**src/rtl/dmem_arbiter.sv**
```systemverilog
// Two-port round-robin arbiter for the shared single-port dmem, with a bounded bus lock for RMW.
// Optional address range check enabled by defining DMEM_ARB_RANGE_CHK_EN (adds p0_err/p1_err).
module dmem_arbiter #(
  parameter int LOCK_MAX  = 8,
  parameter int MEM_BYTES = 16384
) (
  input  logic        clk,
  input  logic        reset,
  input  logic        p0_req,
  input  logic [31:0] p0_addr,
  input  logic [31:0] p0_wdata,
  input  logic [3:0]  p0_we,
  input  logic        p0_lock,
  output logic        p0_gnt,
  output logic        p0_rvalid,
  output logic [31:0] p0_rdata,
`ifdef DMEM_ARB_RANGE_CHK_EN
  output logic        p0_err,
  output logic        p1_err,
`endif
  input  logic        p1_req,
  input  logic [31:0] p1_addr,
  input  logic [31:0] p1_wdata,
  input  logic [3:0]  p1_we,
  input  logic        p1_lock,
  output logic        p1_gnt,
  output logic        p1_rvalid,
  output logic [31:0] p1_rdata,
  output logic [31:0] daddr,
  output logic [31:0] dwdata,
  output logic [3:0]  dwe,
  input  logic [31:0] drdata
);

  typedef enum logic [1:0] {OWN_NONE = 2'd0, OWN_P0 = 2'd1, OWN_P1 = 2'd2} own_t;

  own_t        r_own, w_own_nxt;
  logic        r_last_gnt, w_last_nxt;   // 1 = port 1 was granted last
  logic [7:0]  r_lock_cnt, w_cnt_nxt;
  logic        w_gnt0, w_gnt1, w_rd0, w_rd1;
  logic [3:0]  w_we0, w_we1;
  logic [31:0] w_rval0, w_rval1;

  // Owner of a lock is the only candidate; otherwise a conflict goes to the port not granted last.
  assign w_gnt0 = !reset && p0_req &&
                  (r_own == OWN_P0 || (r_own == OWN_NONE && (!p1_req || r_last_gnt)));
  assign w_gnt1 = !reset && p1_req &&
                  (r_own == OWN_P1 || (r_own == OWN_NONE && (!p0_req || !r_last_gnt)));
  assign w_rd0  = w_gnt0 && (p0_we == 4'b0000);
  assign w_rd1  = w_gnt1 && (p1_we == 4'b0000);

`ifdef DMEM_ARB_RANGE_CHK_EN
  logic w_oor0, w_oor1, r_err0, r_err1;
  assign w_oor0  = (p0_addr >= 32'(MEM_BYTES));
  assign w_oor1  = (p1_addr >= 32'(MEM_BYTES));
  assign w_we0   = w_oor0 ? 4'b0000 : p0_we;
  assign w_we1   = w_oor1 ? 4'b0000 : p1_we;
  assign w_rval0 = w_oor0 ? 32'hDEADBEEF : drdata;
  assign w_rval1 = w_oor1 ? 32'hDEADBEEF : drdata;
  assign p0_err  = r_err0;
  assign p1_err  = r_err1;

  always_ff @(posedge clk) begin
    if (reset) begin
      r_err0 <= 1'b0;
      r_err1 <= 1'b0;
    end else begin
      r_err0 <= w_gnt0 && w_oor0;
      r_err1 <= w_gnt1 && w_oor1;
    end
  end
`else
  assign w_we0   = p0_we;
  assign w_we1   = p1_we;
  assign w_rval0 = drdata;
  assign w_rval1 = drdata;
`endif

  always_comb begin
    w_own_nxt  = r_own;
    w_cnt_nxt  = r_lock_cnt;
    w_last_nxt = r_last_gnt;
    if (w_gnt0)      w_last_nxt = 1'b0;
    else if (w_gnt1) w_last_nxt = 1'b1;
    case (r_own)
      OWN_NONE: begin
        if (w_gnt0 && p0_lock) begin
          w_own_nxt = OWN_P0;
          w_cnt_nxt = 8'd1;
        end else if (w_gnt1 && p1_lock) begin
          w_own_nxt = OWN_P1;
          w_cnt_nxt = 8'd1;
        end
      end
      // Release marks the owner as last granted so the waiting port wins the next conflict.
      OWN_P0: begin
        if (!p0_lock || r_lock_cnt == 8'(LOCK_MAX)) begin
          w_own_nxt  = OWN_NONE;
          w_cnt_nxt  = 8'd0;
          w_last_nxt = 1'b0;
        end else begin
          w_cnt_nxt = r_lock_cnt + 8'd1;
        end
      end
      OWN_P1: begin
        if (!p1_lock || r_lock_cnt == 8'(LOCK_MAX)) begin
          w_own_nxt  = OWN_NONE;
          w_cnt_nxt  = 8'd0;
          w_last_nxt = 1'b1;
        end else begin
          w_cnt_nxt = r_lock_cnt + 8'd1;
        end
      end
      default: begin
        w_own_nxt = OWN_NONE;
        w_cnt_nxt = 8'd0;
      end
    endcase
  end

  always_ff @(posedge clk) begin
    if (reset) begin
      r_own      <= OWN_NONE;
      r_lock_cnt <= 8'd0;
      r_last_gnt <= 1'b1;
    end else begin
      r_own      <= w_own_nxt;
      r_lock_cnt <= w_cnt_nxt;
      r_last_gnt <= w_last_nxt;
    end
  end

  always_ff @(posedge clk) begin
    if (reset) begin
      p0_rvalid <= 1'b0;
      p1_rvalid <= 1'b0;
      p0_rdata  <= 32'd0;
      p1_rdata  <= 32'd0;
    end else begin
      p0_rvalid <= w_rd0;
      p1_rvalid <= w_rd1;
      if (w_rd0) p0_rdata <= w_rval0;
      if (w_rd1) p1_rdata <= w_rval1;
    end
  end

  always_comb begin
    daddr  = 32'd0;
    dwdata = 32'd0;
    dwe    = 4'b0000;
    if (w_gnt0) begin
      daddr  = p0_addr;
      dwdata = p0_wdata;
      dwe    = w_we0;
    end else if (w_gnt1) begin
      daddr  = p1_addr;
      dwdata = p1_wdata;
      dwe    = w_we1;
    end
  end

  assign p0_gnt = w_gnt0;
  assign p1_gnt = w_gnt1;

  a_params: assert property (@(posedge clk)
    LOCK_MAX >= 1 && LOCK_MAX <= 255 && MEM_BYTES > 0);

endmodule

```
**config.mk**
```make
export PLATFORM = sky130hd
export DESIGN_NAME = dmem_arbiter
export DESIGN_NICKNAME = d
export VERILOG_FILES = /design/src/rtl/dmem_arbiter.sv
export SDC_FILE = /design/constraint.sdc
export NUM_CORES = 1
export LEC_CHECK = 0
export ABC_AREA = 1
export BUFFER_PORTS_ARGS = -buffer_cell sky130_fd_sc_hd__buf_2
export CAP_MARGIN = 25
export CORE_AREA = 2 2 119 121
export DETAILED_ROUTE_END_ITERATION = 7
export DIE_AREA = 0 0 121 123
export PLACE_DENSITY = 0.66
export SETUP_SLACK_MARGIN = 0.05
export SLEW_MARGIN = 5
export SYNTH_ARGS = -nofsm -noshare
export SYNTH_HDL_FRONTEND = slang
export SYNTH_SLANG_ARGS = --single-unit
```
**constraint.sdc**
```tcl
create_clock -name clk -period 3.1 [get_ports clk]
set_clock_uncertainty 0.2 [all_clocks]
set_input_delay 0.93 -clock clk [delete_from_list [all_inputs] [get_ports clk]]
set_output_delay 0.93 -clock clk [all_outputs]
set_load 0.03 [all_outputs]
```
==> results.txt, run 1 <==
The run finished, with violations left. The final reports fail on setup timing. Data arrives at the worst endpoint at 2110 ps.

Routability-driven placement finished with a final weighted congestion of 0.8352. The first-iteration detailed-routing DRC count came out at 325. On the worst path, the slowest cell contributes a delay of 150 ps. The layout overhead on the synthesized area is 95.77%.

For this run, the leading register cell type out of synthesis is sky130_fd_sc_hd__dfxtp_1. sky130_fd_sc_hd__nand2_1 is the most common cell in the netlist. Across the VDD grid, the largest voltage drop is 0.3339 mV. The flop and latch count out of synthesis came out at 77.

Grouping stages by cell kind, the critical path spends the most delay in buffers and inverters. The number of buffers inserted during clock tree synthesis came out at 9. For this configuration, the core starts out at a cell density of 0.2915. Setup repair after global routing could not meet its margin everywhere. The most used cell along the critical path is sky130_fd_sc_hd__nand2_2. Across the run, the number of max-cap violations was 0. The pin slew with the least headroom to its limit came out at 439.7 ps. The total global routing overflow is 0. The cell area after placement is 0.006010 mm^2. The number of global-route vias before repair is 4923. The worst max-slew margin expressed relative to the limit came out at 0.7069.

The shortest clock period the worst path allows after layout is 3245 ps. In this run the core area contains 43 standard-cell rows. The path category of the worst min-delay check is flop to flop. The number of nets in the synthesized netlist is 814.

Traced cell by cell, the critical path runs through buf_6, nand2_2, nand2_2, nand2_2, nand2_2, nor2_4, buf_6, buf_12, buf_8, nand3_2, o21ai_2, buf_6. The count of flip-flops with a built-in enable after synthesis came out at 0. Of all cell types, the one taking the most synthesized area is sky130_fd_sc_hd__dfxtp_1. The worst setup path is launched from an input pin.

For this run, the post-layout net count is 1157. The upper clock frequency limit came out at 308.2 MHz. The die height came out at 123 um.

The start-to-end type of the worst setup path is input pin to primary output. Ranked by total cell area, the synthesized netlist is headed by sky130_fd_sc_hd__dfxtp_1 (39%), sky130_fd_sc_hd__nand2_1 (28%), sky130_fd_sc_hd__nand3_1 (14%), sky130_fd_sc_hd__a21oi_1 (5.2%), sky130_fd_sc_hd__inv_1 (2.3%). Counting every sink on the clock net gives 77. The final max-slew violation count was 0. The total setup violations reported at the end of the flow came out at 60. The count of input and output buffers came out at 309. After detailed routing, the average wire length per cell comes to 16.89 um. The top-level port count came out at 310. Summing internal, switching and leakage power gives 4555 uW. The cell area power density came out at 586.4 mW/mm^2.

The initial antenna violation count came out at 5. The share of the clock period used by the worst path after layout is 1.047. After detailed routing, the total wire length is 19680 um. The setup slack of the worst register-to-register path came out at 610 ps. The placeable core region is 0.01361 mm^2. For this run, the total global-route usage over all layers was measured as 0.2182. Of the post-synthesis cell area, the dominant cell type holds 0.3885.

Once layout is complete, the utilization of the core stands at 0.5706. The remaining design rule violation count is 0. The wire length of the first global-routing pass is 25320 um.

The number of vias in the routed layout is 5572. The number of buffer and inverter instances along the worst setup path came out at 5. After routing the design area is 0.007767 mm^2.

The register clock-pin slew on the reported worst setup and hold paths is 60 ps. The proportion of register bits with asynchronous set or reset after synthesis came out at 0. Synthesis handed over a netlist of 634 instances.

The cell area that synthesis handed to floorplanning was 0.003968 mm^2. The tree is rooted in a sky130_fd_sc_hd__clkbuf_16. TritonCTS built the clock tree. The fraction of layout instances using a drive strength above 1 came out at 0.5305. The maximum clock insertion buffer count came out at 2.

The final-layout setup total negative slack came out at -5361 ps. Once detail routing completed, the nets flagged for antenna violations numbered 0. Sorting the synthesized cells by how often they occur yields sky130_fd_sc_hd__nand2_1 (297), sky130_fd_sc_hd__nand3_1 (113), sky130_fd_sc_hd__dfxtp_1 (77), sky130_fd_sc_hd__a21oi_1 (41), sky130_fd_sc_hd__inv_1 (24). The minimum setup slack in the final design came out at -144.6 ps.

The mean area per synthesized cell is 6.258 um^2. Summed over all nets, the half-perimeter wirelength after detailed placement is 13130 um. The leakage power summed over all cells is 0.003913 uW.

The count of H-tree levels built during CTS came out at 3. The area enclosed by the die boundary came out at 0.01488 mm^2. Dividing the detail-routed via count by the number of cells gives 4.783.

The peak fanout along the critical path is 7. The fraction of the yosys area taken by sequential cells is 0.3885. Entering global routing, the biggest net connects 38 pins. The type of destination of the critical path is a primary output. STA puts the critical path data required time at 1970 ps. The Yosys step of the flow raised 0 warnings. The clock latency on the worst-skew pair is 330 ps. The total count of hold-check failures in the final report was 0.

The die is 121 um wide. The number of detailed-routing iterations run before antenna repair is 4. The count of cell types in the netlist is 21. On the critical path, the stage with the largest delay is an instance of sky130_fd_sc_hd__buf_6.
[final cells by class]
type	count	area, um^2
fillers	1229	5844
repair buffers	374	2850
multi-input cells	488	2710
flip-flops and latches	77	1544
clock buffers	11	242.7
well taps	180	225.2
inverters	27	127.6
clock inverters	5	60.06
diodes	3	7.507
[logic make-up (layout without fill, tap and decap cells)]
| group | after synthesis | count (layout) | synth area share |
|---|---|---|---|
| simple gates | 433 | 433 | 0.4551 |
| flops | 77 | 77 | 0.3885 |
| fa+ha+maj | 6 | 6 | 0.01892 |
| compound gates | 49 | 49 | 0.06213 |
| buf+inv | 69 | 417 | 0.07537 |
| other cells | 0 | 3 | 0 |
[metrics by stage]
step                instances  hold slack, ps  worst slack (ps)
global route             1164           280.1            -210.2
floorplan                 634           266.9            -142.8
detailed placement       1120           252.6            -153.5
global placement         1120           247.5            -141.5
finish                   1165           257.9            -144.6
CTS                      1145           260.9            -82.07
[placed cells by master (no fill, tap or decap), types with 4 or more instances in the layout]
| cell type | count |
|---|---|
| sky130_fd_sc_hd__o21ai_0 | 4 |
| sky130_fd_sc_hd__buf_2 | 242 |
| sky130_fd_sc_hd__clkinvlp_4 | 4 |
| sky130_fd_sc_hd__nand3_4 | 14 |
| sky130_fd_sc_hd__buf_8 | 9 |
| sky130_fd_sc_hd__nand4_1 | 4 |
| sky130_fd_sc_hd__nand3_1 | 55 |
| sky130_fd_sc_hd__ha_1 | 5 |
| sky130_fd_sc_hd__nand3_2 | 45 |
| sky130_fd_sc_hd__buf_4 | 29 |
| sky130_fd_sc_hd__clkbuf_16 | 15 |
| sky130_fd_sc_hd__buf_6 | 74 |
| sky130_fd_sc_hd__inv_1 | 24 |
| sky130_fd_sc_hd__nor2_1 | 10 |
| sky130_fd_sc_hd__dfxtp_1 | 75 |
| sky130_fd_sc_hd__nand2_1 | 236 |
| sky130_fd_sc_hd__buf_12 | 11 |
| sky130_fd_sc_hd__nand2_2 | 61 |
| sky130_fd_sc_hd__a21oi_1 | 41 |
[state kept, by name, summed over array words and instances (netlist names)]
name and flops:
r_last_gnt 1, p0_rdata 32, r_lock_cnt 8, p0_rvalid 1, p1_rvalid 1, p1_rdata 32
r_own 2
[what timing repair did]
action                     in CTS  in global routing
resized for setup             172                111
pin swaps                       3                 40
hold buffers                    0                  0
setup buffers                   7                 11
gates cloned                    4                  8
setup endpoints to repair      69                 68
[worst min-delay path: stages (launching register included)]
cell	delay (ps)
sky130_fd_sc_hd__dfxtp_1	300
sky130_fd_sc_hd__nand3_1	70
sky130_fd_sc_hd__nand2_1	40
[where the power goes]
group	switching, uW	internal (uW)
clock	413	645
combinational	1360	1060
sequential	35.5	1040
total	1810	2750
[layer usage]
layer  GRT usage  vias up  part of all wire
li1            -     2715                 -
met1      0.2608     2574              0.39
met2      0.3715      240              0.50
met3     0.07103       39             0.078
met4     0.06904        4             0.029
met5           0        -            0.0013
[final timing paths]
check / cells past startpoint / endpoint / from
setup reg to reg: 16 / p1_rdata[19]$_SDFFE_PP0P_ / r_own[0]$_SDFFE_PP0P_
setup / recovery: 12 / dwe[1] / p0_req
hold / removal: 2 / p1_rdata[15]$_SDFFE_PP0P_ / p1_rdata[15]$_SDFFE_PP0P_
hold reg to reg: 2 / p1_rdata[15]$_SDFFE_PP0P_ / p1_rdata[15]$_SDFFE_PP0P_
Power figures use the tool's default switching activity.
==> run 2: changes to the inputs <==
- clock period: 3.1 -> 3.8 ns (I/O delays scaled with it)
==> results.txt, run 2 (synthesized netlist as in run 1, its figures left out) <==
Outcome: finished clean (was finished with violations). The initial antenna violation count was 0 (was 5). The placeable core region came out at 0.01361 mm^2 (unchanged). The area enclosed by the die boundary is 0.01488 mm^2 (unchanged). The maximum clock insertion buffer count was 2 (unchanged). The total count of hold-check failures in the final report is 0 (unchanged). The post-route worst hold slack came to 260.4 ps (was 257.9 ps).

The final max-slew violation count is 0 (unchanged). The pin count of the biggest net entering global routing is 53 (was 38). The worst max-slew margin expressed relative to the limit came out at 0.5873 (was 0.7069). The final-layout setup total negative slack came out at 0 ps (was -5361 ps). Commonest non-fill, non-tap cells in the layout: sky130_fd_sc_hd__buf_2 (308), sky130_fd_sc_hd__nand2_1 (297), sky130_fd_sc_hd__nand3_1 (113) (was sky130_fd_sc_hd__buf_2 (242), sky130_fd_sc_hd__nand2_1 (236), sky130_fd_sc_hd__dfxtp_1 (75)). The shortest clock period the worst path allows after layout came out at 3676 ps. The initial standard-cell utilization of the core is 0.2915 (unchanged).

The largest stage delay on the critical path is 210 ps (was 150 ps). The routed wire length per instance came to 15.31 um (was 16.89 um). The pin slew with the least headroom to its limit is 619.1 ps (was 439.7 ps). The total global routing overflow came to 0 (unchanged). The global placement routability congestion came out at 0.8636 (was 0.8352). The kind of start point of the critical path is an input pin (unchanged). The number of buffers inserted during clock tree synthesis was 9 (unchanged). The arrival time at the worst endpoint came out at 2340 ps (was 2110 ps). The worst flop-to-flop path endpoint was p1_rdata[24]$_SDFFE_PP0P_ (was p1_rdata[19]$_SDFFE_PP0P_).

The number of buffer and inverter instances along the worst setup path came to 4 (was 5). The cell at the root of the clock tree was sky130_fd_sc_hd__clkbuf_16 (unchanged). The antenna violation net count after detailed routing was 0 (unchanged). The hold-critical path endpoint was p1_rdata[0]$_SDFFE_PP0P_ (was p1_rdata[15]$_SDFFE_PP0P_). The count of input and output buffers came out at 309 (unchanged). The area used by sequential logic in the layout is 0.001541 mm^2 (was 0.001544 mm^2).

The cts-stage hold buffer count is 0 (unchanged). The leakage power summed over all cells is 0.003504 uW (was 0.003913 uW). The type of destination of the critical path is a primary output (unchanged).

The count of H-tree levels built during CTS came out at 3 (unchanged). The first-iteration detailed-routing DRC count is 261 (was 325). The number of fill cells was 1471 (was 1229). The path category of the worst min-delay check is flop to flop (unchanged).

The setup slack of the worst register-to-register path came out at 1340 ps (was 610 ps). The layout overhead on the synthesized area was 53.74% (was 95.77%). RSZ-0062 raised after global routing: true (unchanged). Critical path, cell by cell: buf_2, nand2_1, nand2_1, nand2_1, nand2_1, nor2_4, buf_4, clkbuf_16, nand3_1, nand2_1, buf_2 (was buf_6, nand2_2, nand2_2, nand2_2, nand2_2, nor2_4, buf_6, buf_12, buf_8, nand3_2, o21ai_2, buf_6). The start point of the worst hold path is p1_rdata[0]$_SDFFE_PP0P_ (was p1_rdata[15]$_SDFFE_PP0P_). The share of the clock period used by the worst path after layout came out at 0.9674. The clock latency on the worst-skew pair is 320 ps (was 330 ps). The top-level port count came out at 310 (unchanged).

The total setup violations reported at the end of the flow is 0 (was 60). The total length of routed wires came out at 17160 um (was 19680 um). The start-to-end type of the worst setup path was input pin to primary output (unchanged). The data required time at the worst endpoint came out at 2460 ps (was 1970 ps). The overall global routing resource usage is 0.2072 (was 0.2182). The worst-case reg-to-reg path depth is 12 (was 16).

The cell area power density is 489.5 mW/mm^2 (was 586.4 mW/mm^2). The fraction of layout instances using a drive strength above 1 is 0.3783 (was 0.5305). The highest ir drop seen on vdd is 0.2762 mV (was 0.3339 mV).

The layout net count was 1116 (was 1157). The vias per cell came to 4.665 (was 4.783). The count of maximum capacitance violations is 0 (unchanged). The area of the multi-input gates is 0.002135 mm^2 (was 0.002710 mm^2). The die height came to 123 um (unchanged). The most used cell along the critical path is sky130_fd_sc_hd__nand2_1 (was sky130_fd_sc_hd__nand2_2). The CTS tree is yes (unchanged). The cell type of the slowest stage on the worst timing path is sky130_fd_sc_hd__buf_2 (was sky130_fd_sc_hd__buf_6).

The worst hold path stage count is 2 (unchanged). Largest registers: p0_rdata: 32 flops, p1_rdata: 32 flops, r_lock_cnt: 8 flops (unchanged). The remaining design rule violation count came to 0 (unchanged).

The wire length of the first global-routing pass came out at 24120 um (was 25320 um). The die width is 121 um (unchanged). The number of global-route vias before repair came to 4693 (was 4923). The diode insertion count for antenna repair is 0 (was 3). The cell family with the largest share of critical-path delay is buffers and inverters (unchanged). The number of vias in the routed layout came to 5229 (was 5572). The register clock-pin slew on the reported worst setup and hold paths is 50 ps (was 60 ps).

The number of detailed-routing iterations run before antenna repair is 5 (was 4). The total clock sinks came out at 77 (unchanged). The number of standard-cell rows in the floorplan came to 43 (unchanged). The HPWL after detailed placement is 13090 um (was 13130 um).

The upper clock frequency limit came out at 272.0 MHz. The worst reg2reg path startpoint is r_own[1]$_SDFFE_PP0P_ (was r_own[0]$_SDFFE_PP0P_). The most common library cell in the layout ignoring fill and taps is sky130_fd_sc_hd__buf_2 (unchanged). The peak fanout along the critical path came out at 22 (was 7).
-- run 2: area by class of cell --
| class | count | share of cell area |
|---|---|---|
| well taps | 180 | 0.03692 |
| multi-input cells | 488 | 0.3499 |
| inverters | 27 | 0.01703 |
| clock buffers | 10 | 0.03754 |
| clock inverters | 6 | 0.01046 |
| repair buffers | 333 | 0.2954 |
| flip-flops and latches | 77 | 0.2527 |
-- run 2: report_power, final --
group          total [uW]  internal [uW]  switching, uW
logic                1280            411            869
registers             873            845           28.0
clock network         833            507            326
-- run 2: worst max-delay path by stage --
stage                     startpoint          to  slack [ps]  cells past startpoint
after floorplan               p0_req   daddr[22]         100                      8
after global placement        p0_req  dwdata[29]         100                     10
after detailed placement      p0_req  dwdata[23]         100                     11
after CTS                     p0_req  dwdata[23]         100                     11
after global routing          p0_req  dwdata[23]          30                     11
final                         p0_req   dwdata[6]         120                     11
-- run 2: worst register-to-register path, stage by stage (launching register included) --
cell and delay [ps]:
sky130_fd_sc_hd__dfxtp_1 320, sky130_fd_sc_hd__inv_1 100, sky130_fd_sc_hd__ha_1 290, sky130_fd_sc_hd__nand2_1 80, sky130_fd_sc_hd__nand2_1 70, sky130_fd_sc_hd__nand2_1 80
sky130_fd_sc_hd__nor2_4 140, sky130_fd_sc_hd__buf_4 140, sky130_fd_sc_hd__clkbuf_16 180, sky130_fd_sc_hd__nand2_1 100, sky130_fd_sc_hd__inv_2 460, sky130_fd_sc_hd__nand2_1 140
sky130_fd_sc_hd__nand2_1 90
-- run 2: layer usage --
layer | GRT usage | part of all wire | vias up
li1 | - | - | 2630
met1 | 0.2584 | 0.42 | 2338
met2 | 0.3546 | 0.48 | 239
met3 | 0.05812 | 0.084 | 22
met4 | 0.04942 | 0.012 | 0
met5 | 0 | 0 | -
-- run 2: timing repair --
item                                    CTS  global route
resized for setup                         0             5
endpoints found under the setup margin    0            37
buffers inserted                          0             1
-- run 2: per-stage QoR --
stage          area [um^2]  utilization  instances  total power [uW]  setup slack, ps
2_1_floorplan         3968            -        634              1688            97.95
3_3_place_gp          5737       0.4215       1102              2120            100.7
3_5_place_dp          5737       0.4215       1102              2122            104.5
4_1_cts               6030       0.4430       1118              2967            104.8
5_1_grt               6100       0.4481       1121              3161            27.52
6_report              6100       0.4481       1121              2986            124.0
==> run 3: changes to the inputs <==
--- a/config.mk
+++ b/config.mk
@@ -9,8 +9,8 @@
 export BUFFER_PORTS_ARGS = -buffer_cell sky130_fd_sc_hd__buf_2
 export CAP_MARGIN = 25
-export CORE_AREA = 2 2 119 121
+export CORE_AREA = 2 2 122 124
 export DETAILED_ROUTE_END_ITERATION = 7
-export DIE_AREA = 0 0 121 123
-export PLACE_DENSITY = 0.66
+export DIE_AREA = 0 0 124 126
+export PLACE_DENSITY = 0.64
 export SETUP_SLACK_MARGIN = 0.05
 export SLEW_MARGIN = 5
==> constraint.sdc (replaced) <==
create_clock -name clk -period 3.8 [get_ports clk]
set_clock_uncertainty 0.2 [all_clocks]
set_input_delay 1.14 -clock clk [delete_from_list [all_inputs] [get_ports clk]]
set_output_delay 1.14 -clock clk [all_outputs]
set_load 0.005 [all_outputs]
==> results.txt, run 3 (synthesized netlist as in run 1, its figures left out) <==
Outcome: finished clean (unchanged). The post-route standard cell area excluding fillers came to 0.005974 mm^2 (was 0.006100 mm^2). The pin count of the biggest net entering global routing came out at 72 (was 53). The total clock sinks came out at 77 (unchanged). The CTS tree was yes (unchanged). The setup slack of the worst register-to-register path is 1280 ps (was 1340 ps). The cell at the root of the clock tree is sky130_fd_sc_hd__clkbuf_16 (unchanged).

The die width came out at 124 um (was 121 um). The peak fanout along the critical path is 35 (was 22). The minimum setup slack in the final design came out at 147.4 ps (was 124.0 ps). The total length of routed wires is 16920 um (was 17160 um).

The kind of start point of the critical path is an input pin (unchanged). The path category of the worst min-delay check was flop to flop (unchanged). The arrival time at the worst endpoint came out at 2310 ps (was 2340 ps). The cts-stage hold buffer count came out at 0 (unchanged). The vias per cell is 4.645 (was 4.665). The upper clock frequency limit came out at 273.8 MHz (was 272.0 MHz). The worst reg2reg path startpoint was r_own[0]$_SDFFE_PP0P_ (was r_own[1]$_SDFFE_PP0P_). The fraction of layout instances using a drive strength above 1 came out at 0.3683 (was 0.3783). The shortest clock period the worst path allows after layout was 3653 ps (was 3676 ps). The final max-slew violation count was 0 (unchanged).

The number of buffers inserted during clock tree synthesis is 9 (unchanged). The maximum clock insertion buffer count is 2 (unchanged). The count of H-tree levels built during CTS is 3 (unchanged). The register clock-pin slew on the reported worst setup and hold paths is 60 ps (was 50 ps). The worst hold path stage count came out at 2 (unchanged). The top-level port count is 310 (unchanged). The pin slew with the least headroom to its limit is 611.9 ps (was 619.1 ps).

The worst max-slew margin expressed relative to the limit is 0.5915 (was 0.5873). The die height came out at 126 um (was 123 um). The count of input and output buffers is 309 (unchanged).

The overall global routing resource usage came out at 0.2003 (was 0.2072). The post-cts resize count is 0 (unchanged). The diode insertion count for antenna repair is 0 (unchanged). The antenna violation net count after detailed routing came out at 0 (unchanged). The start-to-end type of the worst setup path is input pin to primary output (unchanged). The HPWL after detailed placement is 12840 um (was 13090 um).

The routed wire length per instance came out at 15.24 um (was 15.31 um). The number of detailed-routing iterations run before antenna repair is 5 (unchanged). The most common library cell in the layout ignoring fill and taps is sky130_fd_sc_hd__buf_2 (unchanged). The number of vias in the routed layout came out at 5156 (was 5229).

The end-of-flow core utilization came out at 0.4174 (was 0.4481). The initial standard-cell utilization of the core is 0.2772 (was 0.2915). The total setup violations reported at the end of the flow is 0 (unchanged). The number of global-route vias before repair is 4572 (was 4693). The capturing element of the worst setup path is dwe[1] (was dwdata[6]). The post-CTS setup buffer count came to 0 (unchanged). The number of standard-cell rows in the floorplan is 44 (was 43). The worst-case reg-to-reg path depth is 11 (was 12). The type of destination of the critical path is a primary output (unchanged). Commonest non-fill, non-tap cells in the layout: sky130_fd_sc_hd__buf_2 (309), sky130_fd_sc_hd__nand2_1 (297), sky130_fd_sc_hd__nand3_1 (113) (was sky130_fd_sc_hd__buf_2 (308), sky130_fd_sc_hd__nand2_1 (297), sky130_fd_sc_hd__nand3_1 (113)).

The total global routing overflow is 0 (unchanged). The first-iteration detailed-routing DRC count came to 228 (was 261). Largest registers: p0_rdata: 32 flops, p1_rdata: 32 flops, r_lock_cnt: 8 flops (unchanged). The data required time at the worst endpoint is 2460 ps (about the same).

RSZ-0062 raised after global routing: true (unchanged). The launching instance or port of the critical path was p0_req (unchanged). The area used by sequential logic in the layout came out at 0.001541 mm^2 (unchanged). The setup slack after placement came to 141.2 ps (was 104.5 ps). The layout overhead on the synthesized area was 50.58% (was 53.74%). The placeable core region was 0.01431 mm^2 (was 0.01361 mm^2). The global placement routability congestion came out at 0.8040 (was 0.8636).

The area enclosed by the die boundary is 0.01562 mm^2 (was 0.01488 mm^2). The cell area power density is 440.3 mW/mm^2 (was 489.5 mW/mm^2). The layout net count is 1101 (was 1116). The cell area after placement came out at 0.005644 mm^2 (was 0.005737 mm^2).

The count of maximum capacitance violations is 0 (unchanged). The clock latency on the worst-skew pair was 330 ps (was 320 ps). The wire length of the first global-routing pass is 24130 um (was 24120 um). The highest ir drop seen on vdd came out at 0.3166 mV (was 0.2762 mV). The worst flop-to-flop path endpoint is p1_rdata[1]$_SDFFE_PP0P_ (was p1_rdata[24]$_SDFFE_PP0P_). The leakage power summed over all cells came out at 0.003422 uW (was 0.003504 uW). The area of the multi-input gates was 0.002127 mm^2 (was 0.002135 mm^2). The remaining design rule violation count is 0 (unchanged).

The total count of hold-check failures in the final report is 0 (unchanged). The final total power is 2630 uW (was 2986 uW). The final-layout setup total negative slack is 0 ps (unchanged).

The number of fill cells is 1581 (was 1471). The initial antenna violation count is 2 (was 0). The share of the clock period used by the worst path after layout is 0.9612 (was 0.9674).
-- run 3: through the flow --
stage                     std cells  hold WS (ps)
after CTS                      1109         263.6
after floorplan                 634         259.3
after global placement         1093         248.8
after detailed placement       1093         253.6
after global routing           1110         277.7
final                          1110         264.1
-- run 3: worst min path at each step --
stage / from / to
after floorplan: p1_rdata[18]$_SDFFE_PP0P_ / p1_rdata[18]$_SDFFE_PP0P_
after global placement: p0_rdata[13]$_SDFFE_PP0P_ / p0_rdata[13]$_SDFFE_PP0P_
after detailed placement: p0_rdata[26]$_SDFFE_PP0P_ / p0_rdata[26]$_SDFFE_PP0P_
after CTS: p0_rdata[26]$_SDFFE_PP0P_ / p0_rdata[26]$_SDFFE_PP0P_
after global routing: p0_rdata[28]$_SDFFE_PP0P_ / p0_rdata[28]$_SDFFE_PP0P_
final: p1_rdata[1]$_SDFFE_PP0P_ / p1_rdata[1]$_SDFFE_PP0P_
-- run 3: critical path: stages --
cell and delay (ps):
sky130_fd_sc_hd__buf_2 110, sky130_fd_sc_hd__nand2_1 50, sky130_fd_sc_hd__nand2_1 40, sky130_fd_sc_hd__nand2_1 80, sky130_fd_sc_hd__nand2_1 90, sky130_fd_sc_hd__nor2_4 190
sky130_fd_sc_hd__buf_12 220, sky130_fd_sc_hd__nand3_1 80, sky130_fd_sc_hd__o21ai_0 110, sky130_fd_sc_hd__buf_2 160
-- run 3: report_power, final --
part           total, uW  switching [uW]  internal [uW]
sequential           872            27.4            844
clock                876             359            517
combinational        883             528            355
total               2630             914           1720
-- run 3: area by class of cell --
class                           count  share of cell area
Multi-Input combinational cell    488              0.3560
Timing Repair Buffer              318              0.2794
Sequential cell                    77              0.2580
Tap cell                          184             0.03853
Clock buffer                        9             0.03770
Inverter                           27             0.01696
Clock inverter                      7             0.01340
-- run 3: per-layer routing --
layer | track usage | vias up | share of wire
met3 | 0.05163 | 23 | 0.087
met2 | 0.3387 | 230 | 0.48
li1 | - | 2600 | -
met1 | 0.2543 | 2303 | 0.41
met5 | 0 | - | 0
met4 | 0.04627 | 0 | 0.015
